--- src/rtl/bcd_down_timer.sv ---
// bcd_down_timer: two-digit BCD countdown timer with an enabled-cycle prescaler.
// Loads a BCD preset, decrements once every TICK_DIV enabled cycles while
// running, and pulses done for one cycle when the count reaches 00.
// Optional feature macro: BCD_DOWN_TIMER_AUTO_RELOAD_EN. When defined, the
// timer stays running at 00 and the next tick reloads the last valid preset.
module bcd_down_timer #(
  parameter int unsigned TICK_DIV = 1
) (
  input  logic       clk,
  input  logic       rst,
  input  logic       en,
  input  logic       load,
  input  logic [7:0] load_val,
  input  logic       start,
  input  logic       pause,
  output logic [3:0] tens,
  output logic [3:0] ones,
  output logic       busy,
  output logic       done,
  output logic       load_err
);

  // Prescaler terminal value; the prescaler only advances while running.
  localparam logic [15:0] PS_LAST = 16'(TICK_DIV - 1);

  typedef enum logic [1:0] {
    S_IDLE = 2'd0,
    S_RUN  = 2'd1,
    S_HOLD = 2'd2
  } state_t;

  state_t      state_q, state_d;
  logic [3:0]  tens_q, tens_d;
  logic [3:0]  ones_q, ones_d;
  logic [15:0] presc_q, presc_d;
  logic        busy_q, busy_d;
  logic        done_q, done_d;
  logic        err_q, err_d;

`ifdef BCD_DOWN_TIMER_AUTO_RELOAD_EN
  // Last valid preset, restored by the tick that follows reaching 00.
  logic [3:0]  rl_tens_q, rl_tens_d;
  logic [3:0]  rl_ones_q, rl_ones_d;
`endif

  logic        load_ok;
  logic        count_nz;
  logic        advance;
  logic        tick;
  logic [3:0]  step_tens;
  logic [3:0]  step_ones;
  logic        step_zero;

  // Decode the request for this cycle; load and pause both block the tick.
  always_comb begin
    load_ok  = (load_val[7:4] <= 4'd9) && (load_val[3:0] <= 4'd9);
    count_nz = (tens_q != 4'd0) || (ones_q != 4'd0);
    advance  = !load && !pause && (state_q == S_RUN) && en;
    tick     = advance && (presc_q == PS_LAST);
  end

  // Value the digits take on a tick: BCD decrement with borrow, or reload at 00.
  always_comb begin
    step_tens = tens_q;
    step_ones = ones_q;
    if (ones_q != 4'd0) begin
      step_ones = ones_q - 4'd1;
    end else if (tens_q != 4'd0) begin
      step_ones = 4'd9;
      step_tens = tens_q - 4'd1;
    end else begin
`ifdef BCD_DOWN_TIMER_AUTO_RELOAD_EN
      step_tens = rl_tens_q;
      step_ones = rl_ones_q;
`else
      step_tens = 4'd0;
      step_ones = 4'd0;
`endif
    end
    step_zero = (step_tens == 4'd0) && (step_ones == 4'd0);
  end

  // Next-state logic: load > pause > start > tick.
  always_comb begin
    state_d = state_q;
    if (load) begin
      if (load_ok) begin
        state_d = S_IDLE;
      end
    end else if (pause) begin
      if (state_q == S_RUN) begin
        state_d = S_HOLD;
      end
    end else if (start && (state_q != S_RUN)) begin
      if ((state_q == S_HOLD) || count_nz) begin
        state_d = S_RUN;
      end
    end else if (tick) begin
`ifndef BCD_DOWN_TIMER_AUTO_RELOAD_EN
      if (step_zero) begin
        state_d = S_IDLE;
      end
`endif
    end
  end

  // Registered status outputs follow the state being entered.
  always_comb begin
    busy_d = (state_d != S_IDLE);
    done_d = tick && step_zero;
  end

  // Datapath: digits, prescaler, reload register and sticky load error.
  always_comb begin
    tens_d  = tens_q;
    ones_d  = ones_q;
    presc_d = presc_q;
    err_d   = err_q;
`ifdef BCD_DOWN_TIMER_AUTO_RELOAD_EN
    rl_tens_d = rl_tens_q;
    rl_ones_d = rl_ones_q;
`endif
    if (load) begin
      if (load_ok) begin
        tens_d  = load_val[7:4];
        ones_d  = load_val[3:0];
        presc_d = 16'd0;
        err_d   = 1'b0;
`ifdef BCD_DOWN_TIMER_AUTO_RELOAD_EN
        rl_tens_d = load_val[7:4];
        rl_ones_d = load_val[3:0];
`endif
      end else begin
        err_d = 1'b1;
      end
    end else if (advance) begin
      if (tick) begin
        presc_d = 16'd0;
        tens_d  = step_tens;
        ones_d  = step_ones;
      end else begin
        presc_d = presc_q + 16'd1;
      end
    end
  end

  // State and datapath registers with asynchronous active-low reset.
  always_ff @(posedge clk or negedge rst) begin
    if (!rst) begin
      state_q <= S_IDLE;
      tens_q  <= 4'd0;
      ones_q  <= 4'd0;
      presc_q <= 16'd0;
      busy_q  <= 1'b0;
      done_q  <= 1'b0;
      err_q   <= 1'b0;
    end else begin
      state_q <= state_d;
      tens_q  <= tens_d;
      ones_q  <= ones_d;
      presc_q <= presc_d;
      busy_q  <= busy_d;
      done_q  <= done_d;
      err_q   <= err_d;
    end
  end

`ifdef BCD_DOWN_TIMER_AUTO_RELOAD_EN
  // Reload register, cleared to 00 by reset.
  always_ff @(posedge clk or negedge rst) begin
    if (!rst) begin
      rl_tens_q <= 4'd0;
      rl_ones_q <= 4'd0;
    end else begin
      rl_tens_q <= rl_tens_d;
      rl_ones_q <= rl_ones_d;
    end
  end
`endif

  assign tens     = tens_q;
  assign ones     = ones_q;
  assign busy     = busy_q;
  assign done     = done_q;
  assign load_err = err_q;

endmodule
--- config.mk ---
export PLATFORM = sky130hd
export DESIGN_NAME = bcd_down_timer
export DESIGN_NICKNAME = d
export VERILOG_FILES = /design/src/rtl/bcd_down_timer.sv
export SDC_FILE = /design/constraint.sdc
export NUM_CORES = 1
export LEC_CHECK = 0
export ABC_AREA = 1
export CORE_MARGIN = 4
export CORE_UTILIZATION = 36
export DETAILED_ROUTE_END_ITERATION = 16
export PLACE_DENSITY_LB_ADDON = 0.15
export SYNTH_ARGS = -nofsm -noshare
export SYNTH_HDL_FRONTEND = slang
export SYNTH_SLANG_ARGS = --single-unit
export TNS_END_PERCENT = 20
--- constraint.sdc ---
create_clock -name clk -period 2.2 [get_ports clk]
set_clock_uncertainty 0.05 [all_clocks]
set_input_delay 0.22 -clock clk [delete_from_list [all_inputs] [get_ports clk]]
set_output_delay 0.22 -clock clk [all_outputs]
set_load 0.02 [all_outputs]
==> summary.md, run 1 <==
## Status
- completed — result of the run

## CTS
- 29 — CTS Sinks
- 0.28 ns — source-to-sink clock delay at the later pin of the worst-skew pair
- clkbuf_8 — CTS root buffer
- 0.06 ns — CTS clock-pin slew for the worst setup and hold paths
- 2 — htree depth
- 5 — CTS buffer count
- 2 — maximum buffer depth of the clock tree
- 0 — number of buffers added for setup after CTS
- built — CTS tree
- 0 — # hold bufs at CTS
- 0 — number of cells upsized or downsized after cts

## Place
- 2180 um^2 — placement-stage cell area
- 3160 um — final HPWL from detailed placement
- 24 — number of input and output port buffers inserted
- 0.155 ns — placement-stage worst setup slack
- 0.838 — placer congestion estimate
- 343 — Placed Cells

## Routing
- 2020 um — M1 WL
- 4 — number of detailed-routing iterations run before antenna repair
- 12.1 um — WL per Instance
- 1960 um — met2 routed wirelength
- 172 um — met3 WL post-DR
- 4240 um — total length of routed wires
- 67 — number of DRC markers after the initial detailed-route iteration
- 0 — antenna-violating nets left
- 4.75 — Via-to-Cell Ratio
- 1668 — DR vias
- 0 — drt drc
- met4 — top layer used by detailed routing

## Logic synthesis
- 0 — Synth warnings
- dfrtp_1 — primary flip-flop cell chosen by synthesis mapping
- 38.7% — share of synthesized area occupied by flip-flops and latches
- dfrtp_1, nand2_1, nor2_1, inv_1, nand3_1 — cell types with the largest area share after synthesis
- 1880 um^2 — cell area after synthesis
- 251 — synthesized instance count
- 37 — number of distinct library cell variants in the gate-level netlist after synthesis
- dfrtp_1 — area leader, netlist
- nand2_1, nor2_1, dfrtp_1, inv_1, nand3_1 — most common library cells after synthesis
- nand2_1 — most common cell in the synthesized netlist
- 100% — fraction of synthesis flops using an asynchronous set or reset pin
- 267 — post-synthesis net count
- 38.7% — Yosys top cell area share
- 0 — number of synthesized flops with an enable pin
- 29 — post-synthesis sequential element count
- 7.47 um^2 — syn avg cell area

## Pwr
- 40.4% — sequential group share of total power
- 31.5% — proportion of power drawn by combinational gates
- 0.415 mV — largest voltage drop on the vdd net
- 0.999 nW — static leakage power
- 0.608 mW — power dissipated by switching net loads
- 35.3% — Net Sw Frac
- 1.11 mW — Int Power
- 28.1% — clock group share of total power
- 754 nW/um^2 — power density normalized to cell area
- 1.72 mW — Final Power

## Timing
- 0 — Setup violations, final
- 0.339 ns — post-layout worst setup margin
- 537 MHz — highest clock frequency the design can meet
- 0.291 ns — final hold slack
- 1.86 ns — Period minus WS final
- false — setup repair after global routing missed its margin
- 0 — Slew Limit Fails
- 74.2% — headroom to the max-slew limit
- 0 ns — Setup TNS
- 84.6% — period utilization
- 0 — hold violation total from the final report
- 0.387 ns — Slew @ Worst Pin

## Floorplanning
- 6430 um^2 — floorplan die area
- 80.2 um — horizontal extent of the die
- 25 — boundary pin count
- 26 — count of standard-cell rows
- 5070 um^2 — CORE AREA
- 37.0% — initial core utilization
- 80.2 um — Vert. Die Dim

## Finish
- 45.0% — share of the core filled with cells
- 2280 um^2 — post-route standard cell area excluding fillers
- 296 — Post-layout nets
- 21.8% — Layout area overhead
- 12.1% — ratio of cells with drive above 1 in the final layout
- 0 — antenna diode count
- 351 — number of standard cells in the final layout excluding fillers

## Global routing
- 0 — residual overflow from global routing
- 14.7% — total global-route track usage
- 0 — initial antenna violation count
- 7330 um — global-route wire length before repair
- 30 — largest net degree at the start of global routing
- 1610 — vias in the first global route

## Critical path
- reg2reg — path type of the worst setup path
- 2.31 ns — worst endpoint required time
- 10 — number of cell instances on the worst register-to-register path
- flop — Critical Path End Type
- flop — element type at the critical path start
- 6 — largest fanout on the critical path
- 1.97 ns — arrival time reported for the critical path endpoint

## Worst hold path
- in2async — worst hold path type

## Job
- 0 — count of maximum capacitance violations

[routing by layer]
layer / GRT usage [%] / vias to the layer above
li1: - / 872
met1: 18.7 / 755
met2: 23.8 / 32
met3: 3.81 / 9
met4: 5.57 / 0
met5: 0 / -
[final timing paths]
kind | startpoint | end | slack, ns
worst min-delay path | rst | presc_q[13]$_DFFE_PN0P_ | 0.29
worst max-delay path | presc_q[0]$_DFFE_PN0P_ | presc_q[12]$_DFFE_PN0P_ | 0.34
worst min register to register | load_err$_DFFE_PN0P_ | load_err$_DFFE_PN0P_ | 0.44
worst max register to register | presc_q[0]$_DFFE_PN0P_ | presc_q[12]$_DFFE_PN0P_ | 0.34
max in group asynchronous | rst | done$_DFF_PN0_ | 1.53
min in group clk | load_err$_DFFE_PN0P_ | load_err$_DFFE_PN0P_ | 0.44
[final cells by class]
class | instances | area [um^2]
clock buffers | 7 | 96.3
clock inverters | 1 | 5.00
fillers | 522 | 2790
inverters | 32 | 130
multi-input cells | 184 | 970
flip-flops and latches | 29 | 726
well taps | 70 | 87.6
repair buffers | 28 | 270
[cells in the final DEF, fill, tap and decap left out, types with 2 or more instances in the layout]
master           count
buf_4                4
dfrtp_1             29
a31oi_1              2
xor2_1               5
nor2_1              31
o21ai_1              5
inv_2                2
nand3_1             17
nand4_1              3
clkbuf_8             7
ha_1                 2
clkdlybuf4s50_1     24
inv_1               28
nand3_2              2
nor3_1               6
nor2_2               3
nand2_1             62
o21ai_0             13
o211ai_1             4
a21oi_1              8
nor2_4               3
o31ai_1              3
nor3b_1              3
nor3_2               2
[power groups by stage]
stage	Sequential, mW	Combinational, mW	Clock (mW)
after detailed placement	0.701	0.546	0
after global placement	0.707	0.546	0
final	0.695	0.542	0.484
after floorplan	0.748	0.287	0
after global routing	0.713	0.607	0.529
after CTS	0.695	0.549	0.513
[worst max-delay path, cell delays in order, from the launching register on]
cell	delay, ns
dfrtp_1	0.43
ha_1	0.24
nand2_1	0.10
nor3_2	0.23
nand2_1	0.10
nor2_1	0.15
nand2_1	0.08
nor2_2	0.13
nand2_1	0.07
o21ai_0	0.10
a21oi_1	0.06
[flip-flops by register name (all words and copies together), names as in the netlist]
signal    count
busy          1
ones          4
tens          4
load_err      1
presc_q      16
state_q       2
done          1
[kinds of logic (layout without fill, tap and decap cells)]
logic type	after synthesis	after routing	share of synthesized area, %
AND/OR/NAND/NOR	138	138	35.5
buffers and inverters	38	68	9.61
adder cells (fa/ha/maj)	2	2	1.33
flip-flops	29	29	38.7
XOR/XNOR	5	5	2.33
AO/OA/AOI/OAI	39	39	12.5
(Power assumes the default switching activity.)
==> run 2, diff against run 1 <==
Clock period 2.2 ns to 1.65 ns, I/O delays scaled along.
==> summary.md, run 2 (synthesized netlist as in run 1, its figures left out) <==
## Routing
- 12.5 um — WL per Instance, was 12.1 um
- 0 — drt drc, unchanged
- 125 — number of DRC markers after the initial detailed-route iteration, was 67
- 4.67 — Via-to-Cell Ratio, was 4.75
- 0 — antenna-violating nets left, unchanged
- 1817 — DR vias, was 1668
- 4880 um — total length of routed wires, was 4240 um
- 4 — number of detailed-routing iterations run before antenna repair, unchanged

## CTS
- clkbuf_8 — CTS root buffer, unchanged
- built — CTS tree, unchanged
- 2 — maximum buffer depth of the clock tree, unchanged
- 0.28 ns — source-to-sink clock delay at the later pin of the worst-skew pair, about the same
- 2 — htree depth, unchanged
- 0 — # hold bufs at CTS, unchanged
- 0.06 ns — CTS clock-pin slew for the worst setup and hold paths, about the same
- 5 — CTS buffer count, unchanged
- 29 — CTS Sinks, unchanged

## Timing
- 0.401 ns — Slew @ Worst Pin, was 0.387 ns
- 5 — Setup violations, final, was 0
- 1.67 ns — Period minus WS final, was 1.86 ns
- 0 — hold violation total from the final report, unchanged
- true — setup repair after global routing missed its margin, was false
- 600 MHz — highest clock frequency the design can meet, was 537 MHz
- -0.0155 ns — post-layout worst setup margin, was 0.339 ns
- 73.3% — headroom to the max-slew limit, was 74.2%
- 0.244 ns — final hold slack, was 0.291 ns
- 0 — Slew Limit Fails, unchanged
- 101% — period utilization, was 84.6%

## Floorplanning
- 25 — boundary pin count, unchanged
- 80.2 um — Vert. Die Dim, unchanged
- 5070 um^2 — CORE AREA, unchanged
- 26 — count of standard-cell rows, unchanged
- 6430 um^2 — floorplan die area, unchanged
- 80.2 um — horizontal extent of the die, unchanged
- 37.0% — initial core utilization, unchanged

## Finish
- 0 — antenna diode count, unchanged
- 2690 um^2 — post-route standard cell area excluding fillers, was 2280 um^2
- nand2_1 — commonest non-fill, non-tap cell in the layout, unchanged
- 53.0% — share of the core filled with cells, was 45.0%
- 43.4% — Layout area overhead, was 21.8%
- 335 — Post-layout nets, was 296
- presc_q — Biggest register, unchanged
- nand2_1, buf_4, dfrtp_1 — most frequent cells in the layout, was nand2_1, nor2_1, dfrtp_1
- 16 — Largest register FFs, unchanged
- 28.2% — ratio of cells with drive above 1 in the final layout, was 12.1%

## Pwr
- 2.54 mW — Final Power, was 1.72 mW
- 1.22 nW — static leakage power, was 0.999 nW
- 0.559 mV — largest voltage drop on the vdd net, was 0.415 mV
- 943 nW/um^2 — power density normalized to cell area, was 754 nW/um^2

## Critical path
- tens[1]$_DFFE_PN0P_ — crit path capture, was presc_q[12]$_DFFE_PN0P_
- dfrtp_1 — highest-delay cell along the critical path, unchanged
- -0.02 ns — setup slack of the most critical reg-to-reg path, was 0.34 ns
- 7 — largest fanout on the critical path, was 6
- 11 — logic depth of the worst path, buffers included, was 10
- flop — Critical Path End Type, unchanged
- presc_q[0]$_DFFE_PN0P_ — timing startpoint of the critical path, unchanged
- presc_q[0]$_DFFE_PN0P_ — worst flop-to-flop path startpoint, unchanged
- inv_2, ha_4, nand3_4, nor2_4, nand3_2, nand2_2, inv_4, nor2_8, buf_12, nor2_4, a31oi_2 — critical-path cell list, was ha_1, nand2_1, nor3_2, nand2_1, nor2_1, nand2_1, nor2_2, nand2_1, o21ai_0, a21oi_1
- 0.41 ns — biggest cell delay along the critical path, was 0.43 ns
- flop — element type at the critical path start, unchanged
- 11 — number of cell instances on the worst register-to-register path, was 10
- reg2reg — path type of the worst setup path, unchanged
- 1.82 ns — arrival time reported for the critical path endpoint, was 1.97 ns
- tens[1]$_DFFE_PN0P_ — FF-to-FF End, was presc_q[12]$_DFFE_PN0P_
- 1.80 ns — worst endpoint required time, was 2.31 ns
- nor2_4 — crit-path most repeated cell, was nand2_1
- 3 — worst path buffer plus inverter count, was 0
- simple AND/OR/NAND/NOR gates — top cell family by delay on the critical path, unchanged

## Place
- 2470 um^2 — placement-stage cell area, was 2180 um^2
- -0.229 ns — placement-stage worst setup slack, was 0.155 ns
- 3690 um — final HPWL from detailed placement, was 3160 um
- 0.840 — placer congestion estimate, was 0.838
- 24 — number of input and output port buffers inserted, unchanged

## Global routing
- 1890 — vias in the first global route, was 1610
- 17.1% — total global-route track usage, was 14.7%
- 30 — largest net degree at the start of global routing, unchanged
- 0 — residual overflow from global routing, unchanged
- 0 — initial antenna violation count, unchanged
- 8460 um — global-route wire length before repair, was 7330 um

## Status
- negative setup slack — failing checks
- complete, but fails checks — result of the run, was completed

## Worst hold path
- in2async — worst hold path type, unchanged

## Job
- 0 — count of maximum capacitance violations, unchanged

[run 2: cell count changes in the layout (fill, tap and decap cells not counted), sizes merged]
| cell | change |
|---|---|
| buf | +39 |
| dlymetal6s2s | +1 |
| clkdlybuf4s50 | -2 |
| clkinv | -1 |
| dlygate4sd2 | +1 |
[run 2: metal layers]
layer / track usage (%) / share of wire, % / up-vias
met5: 0 / 0 / -
met4: 6.25 / 1.3 / 0
met3: 4.26 / 3.0 / 6
met2: 28.2 / 49 / 34
met1: 21.4 / 47 / 823
li1: - / - / 954
[run 2: how the worst min path moves through the flow]
stage                               from                 endpoint  slack, ns  depth (start not counted)
global route                         rst  presc_q[12]$_DFFE_PN0P_       0.26                          2
detailed placement  load_err$_DFFE_PN0P_     load_err$_DFFE_PN0P_       0.42                          2
finish                               rst  presc_q[14]$_DFFE_PN0P_       0.24                          2
CTS                                  rst   presc_q[5]$_DFFE_PN0P_       0.25                          2
floorplan                            rst           busy$_DFF_PN0_      -0.18                          0
global placement    load_err$_DFFE_PN0P_     load_err$_DFFE_PN0P_       0.42                          2
[run 2: power breakdown]
part,total [mW],switching (mW),leakage (nW),internal (mW)
combinational,1.05,0.556,0.798,0.492
clock,0.601,0.270,0.0443,0.331
sequential,0.887,0.0831,0.379,0.804
total,2.54,0.910,1.22,1.63
[run 2: what timing repair did]
item                                    CTS  global route
hold endpoints to repair                  0             0
pin swaps                                 6             6
setup buffers                             2             1
endpoints found under the setup margin   15            25
resized for setup                        14            25
[run 2: worst register-to-register path, delay by kind of cell, from the launching register on]
kind                     cells  cell delay (ns)
AO/OA/AOI/OAI                1             0.12
adder cells (fa/ha/maj)      1             0.14
buffers and inverters        3             0.28
AND/OR/NAND/NOR              6             0.59
flip-flops                   1             0.41
[run 2: final cells by class]
cell class                      count  area (um^2)
Clock buffer                        7         86.3
Fill cell                         503         2390
Inverter                           32          133
Multi-Input combinational cell    184         1060
Sequential cell                    29          726
Tap cell                           70         87.6
Timing Repair Buffer               67          592
[run 2: through the flow]
stage          cells  setup TNS [ns]
6_report         389         -0.0552
5_1_grt          389           -1.95
4_1_cts          388          -0.410
3_5_place_dp     379           -4.15
3_3_place_gp     379           -3.96
2_1_floorplan    251               0
==> run 3, diff against run 2 <==
Settings changed: RECOVER_POWER from default to 50.
==> summary.md, run 3 (synthesized netlist as in run 1, its figures left out) <==
## Finish
- 0 — antenna diode count, unchanged
- 43.2% — Layout area overhead, was 43.4%
- 504 — number of filler instances in the final layout, was 503
- nand2_1, buf_4, dfrtp_1 — most frequent cells in the layout, unchanged
- 335 — Post-layout nets, unchanged
- 16 — Largest register FFs, unchanged
- presc_q — Biggest register, unchanged
- nand2_1 — commonest non-fill, non-tap cell in the layout, unchanged
- 28.2% — ratio of cells with drive above 1 in the final layout, unchanged

## Timing
- 5 — Setup violations, final, unchanged
- true — setup repair after global routing missed its margin, unchanged
- 0.429 ns — final hold slack, was 0.244 ns
- 1.67 ns — Period minus WS final, unchanged
- -0.0552 ns — Setup TNS, unchanged
- 47.6% — headroom to the max-slew limit, was 73.3%
- 0.786 ns — Slew @ Worst Pin, was 0.401 ns
- 101% — period utilization, unchanged
- 0 — hold violation total from the final report, unchanged
- 0 — Slew Limit Fails, unchanged
- -0.0155 ns — post-layout worst setup margin, unchanged
- 600 MHz — highest clock frequency the design can meet, unchanged

## Critical path
- 1.82 ns — arrival time reported for the critical path endpoint, about the same
- 7 — largest fanout on the critical path, unchanged
- tens[1]$_DFFE_PN0P_ — crit path capture, unchanged
- presc_q[0]$_DFFE_PN0P_ — timing startpoint of the critical path, unchanged
- -0.02 ns — setup slack of the most critical reg-to-reg path, about the same
- presc_q[0]$_DFFE_PN0P_ — worst flop-to-flop path startpoint, unchanged
- 1.80 ns — worst endpoint required time, about the same
- 11 — number of cell instances on the worst register-to-register path, unchanged
- flop — Critical Path End Type, unchanged
- reg2reg — path type of the worst setup path, unchanged
- tens[1]$_DFFE_PN0P_ — FF-to-FF End, unchanged
- flop — element type at the critical path start, unchanged

## Floorplanning
- 26 — count of standard-cell rows, unchanged
- 25 — boundary pin count, unchanged
- 6430 um^2 — floorplan die area, unchanged
- 5070 um^2 — CORE AREA, unchanged
- 80.2 um — horizontal extent of the die, unchanged
- 80.2 um — Vert. Die Dim, unchanged
- 37.0% — initial core utilization, unchanged

## Pwr
- 35.0% — sequential group share of total power, about the same
- 944 nW/um^2 — power density normalized to cell area, was 943 nW/um^2
- 23.7% — clock group share of total power, about the same
- 1.63 mW — Int Power, about the same
- 35.9% — Net Sw Frac, about the same
- 0.559 mV — largest voltage drop on the vdd net, about the same
- 0.910 mW — power dissipated by switching net loads, about the same
- 41.3% — proportion of power drawn by combinational gates, about the same
- 1.22 nW — static leakage power, about the same

## CTS
- built — CTS tree, unchanged
- 0 — # hold bufs at CTS, unchanged
- 2 — htree depth, unchanged
- 0.06 ns — CTS clock-pin slew for the worst setup and hold paths, about the same
- 0.28 ns — source-to-sink clock delay at the later pin of the worst-skew pair, about the same
- 2 — maximum buffer depth of the clock tree, unchanged
- 5 — CTS buffer count, unchanged
- clkbuf_8 — CTS root buffer, unchanged
- 29 — CTS Sinks, unchanged

## Global routing
- 0 — initial antenna violation count, unchanged
- 17.1% — total global-route track usage, unchanged
- 30 — largest net degree at the start of global routing, unchanged
- 8460 um — global-route wire length before repair, unchanged
- 0 — residual overflow from global routing, unchanged
- 1890 — vias in the first global route, unchanged

## Routing
- 4880 um — total length of routed wires, about the same
- 4.67 — Via-to-Cell Ratio, unchanged
- 125 — number of DRC markers after the initial detailed-route iteration, unchanged
- 12.5 um — WL per Instance, about the same
- 0 — drt drc, unchanged
- 1817 — DR vias, unchanged
- 4 — number of detailed-routing iterations run before antenna repair, unchanged
- 0 — antenna-violating nets left, unchanged

## Worst hold path
- in2reg — worst hold path type, was in2async

## Job
- 0 — count of maximum capacitance violations, unchanged

## Place
- 3690 um — final HPWL from detailed placement, unchanged
- 24 — number of input and output port buffers inserted, unchanged
- 0.840 — placer congestion estimate, unchanged

## Status
- complete, but fails checks — result of the run, unchanged
- negative setup slack — failing checks, unchanged

## run 3: cell types whose count changed in the layout (fill, tap and decap cells not counted)
cell             change
clkbuf_2             +1
dlygate4sd3_1        +1
clkdlybuf4s50_1      -1
buf_4                -1
## run 3: worst min-delay path by stage
stage / to / slack, ns / from / cells past startpoint
floorplan: busy$_DFF_PN0_ / -0.18 / rst / 0
global placement: load_err$_DFFE_PN0P_ / 0.42 / load_err$_DFFE_PN0P_ / 2
detailed placement: load_err$_DFFE_PN0P_ / 0.42 / load_err$_DFFE_PN0P_ / 2
CTS: presc_q[5]$_DFFE_PN0P_ / 0.25 / rst / 2
global route: ones[2]$_DFFE_PN0P_ / 0.46 / load_val[2] / 3
finish: ones[1]$_DFFE_PN0P_ / 0.43 / load_val[1] / 3
## run 3: through the flow
| stage | instance area [um^2] | setup slack (ns) | std cells | util [%] | power (mW) |
|---|---|---|---|---|---|
| after CTS | 2610 | -0.0549 | 388 | 51.3 | 2.49 |
| after floorplan | 1880 | 0.0906 | 251 | - | 1.38 |
| after detailed placement | 2470 | -0.229 | 379 | 48.6 | 1.85 |
| after global placement | 2470 | -0.217 | 379 | 48.6 | 1.85 |
| after global routing | 2690 | -0.134 | 389 | 52.9 | 2.72 |
| final | 2690 | -0.0155 | 389 | 52.9 | 2.54 |
## run 3: power groups by stage
stage | clock network, mW | logic (mW) | registers [mW]
4_1_cts | 0.622 | 0.989 | 0.881
3_5_place_dp | 0 | 0.954 | 0.893
5_1_grt | 0.658 | 1.17 | 0.894
3_3_place_gp | 0 | 0.954 | 0.895
2_1_floorplan | 0 | 0.383 | 0.997
6_report | 0.601 | 1.05 | 0.887
## run 3: critical path: stages (launching register included)
cell and delay (ns):
dfrtp_1 0.41, inv_2 0.08, ha_4 0.14, nand3_4 0.09, nor2_4 0.12, nand3_2 0.10, nand2_2 0.10, inv_4 0.05
nor2_8 0.15, buf_12 0.15, nor2_4 0.03, a31oi_2 0.12
## run 3: cell type report
type / count / area [um^2] / share of cell area (%)
timing repair buffer: 67 / 589 / 21.9
tap: 70 / 87.6 / 3.26
clock buffer: 7 / 86.3 / 3.21
inverter: 32 / 133 / 4.94
multi-input combinational: 184 / 1060 / 39.6
sequential: 29 / 726 / 27.0
## run 3: routing by layer
layer	track usage, %	vias up	part of all wire, %	wire length [um]
li1	-	954	-	-
met3	4.26	6	2.9	143
met4	6.25	0	1.3	61
met1	21.4	823	47	2300
met2	28.2	34	49	2370
met5	0	-	0	0
## run 3: repair_timing
item                                    4_1_cts  5_1_grt
gates resized for setup                      14       25
setup buffers                                 2        1
pin swaps                                     6        6
endpoints found under the setup margin       15       25
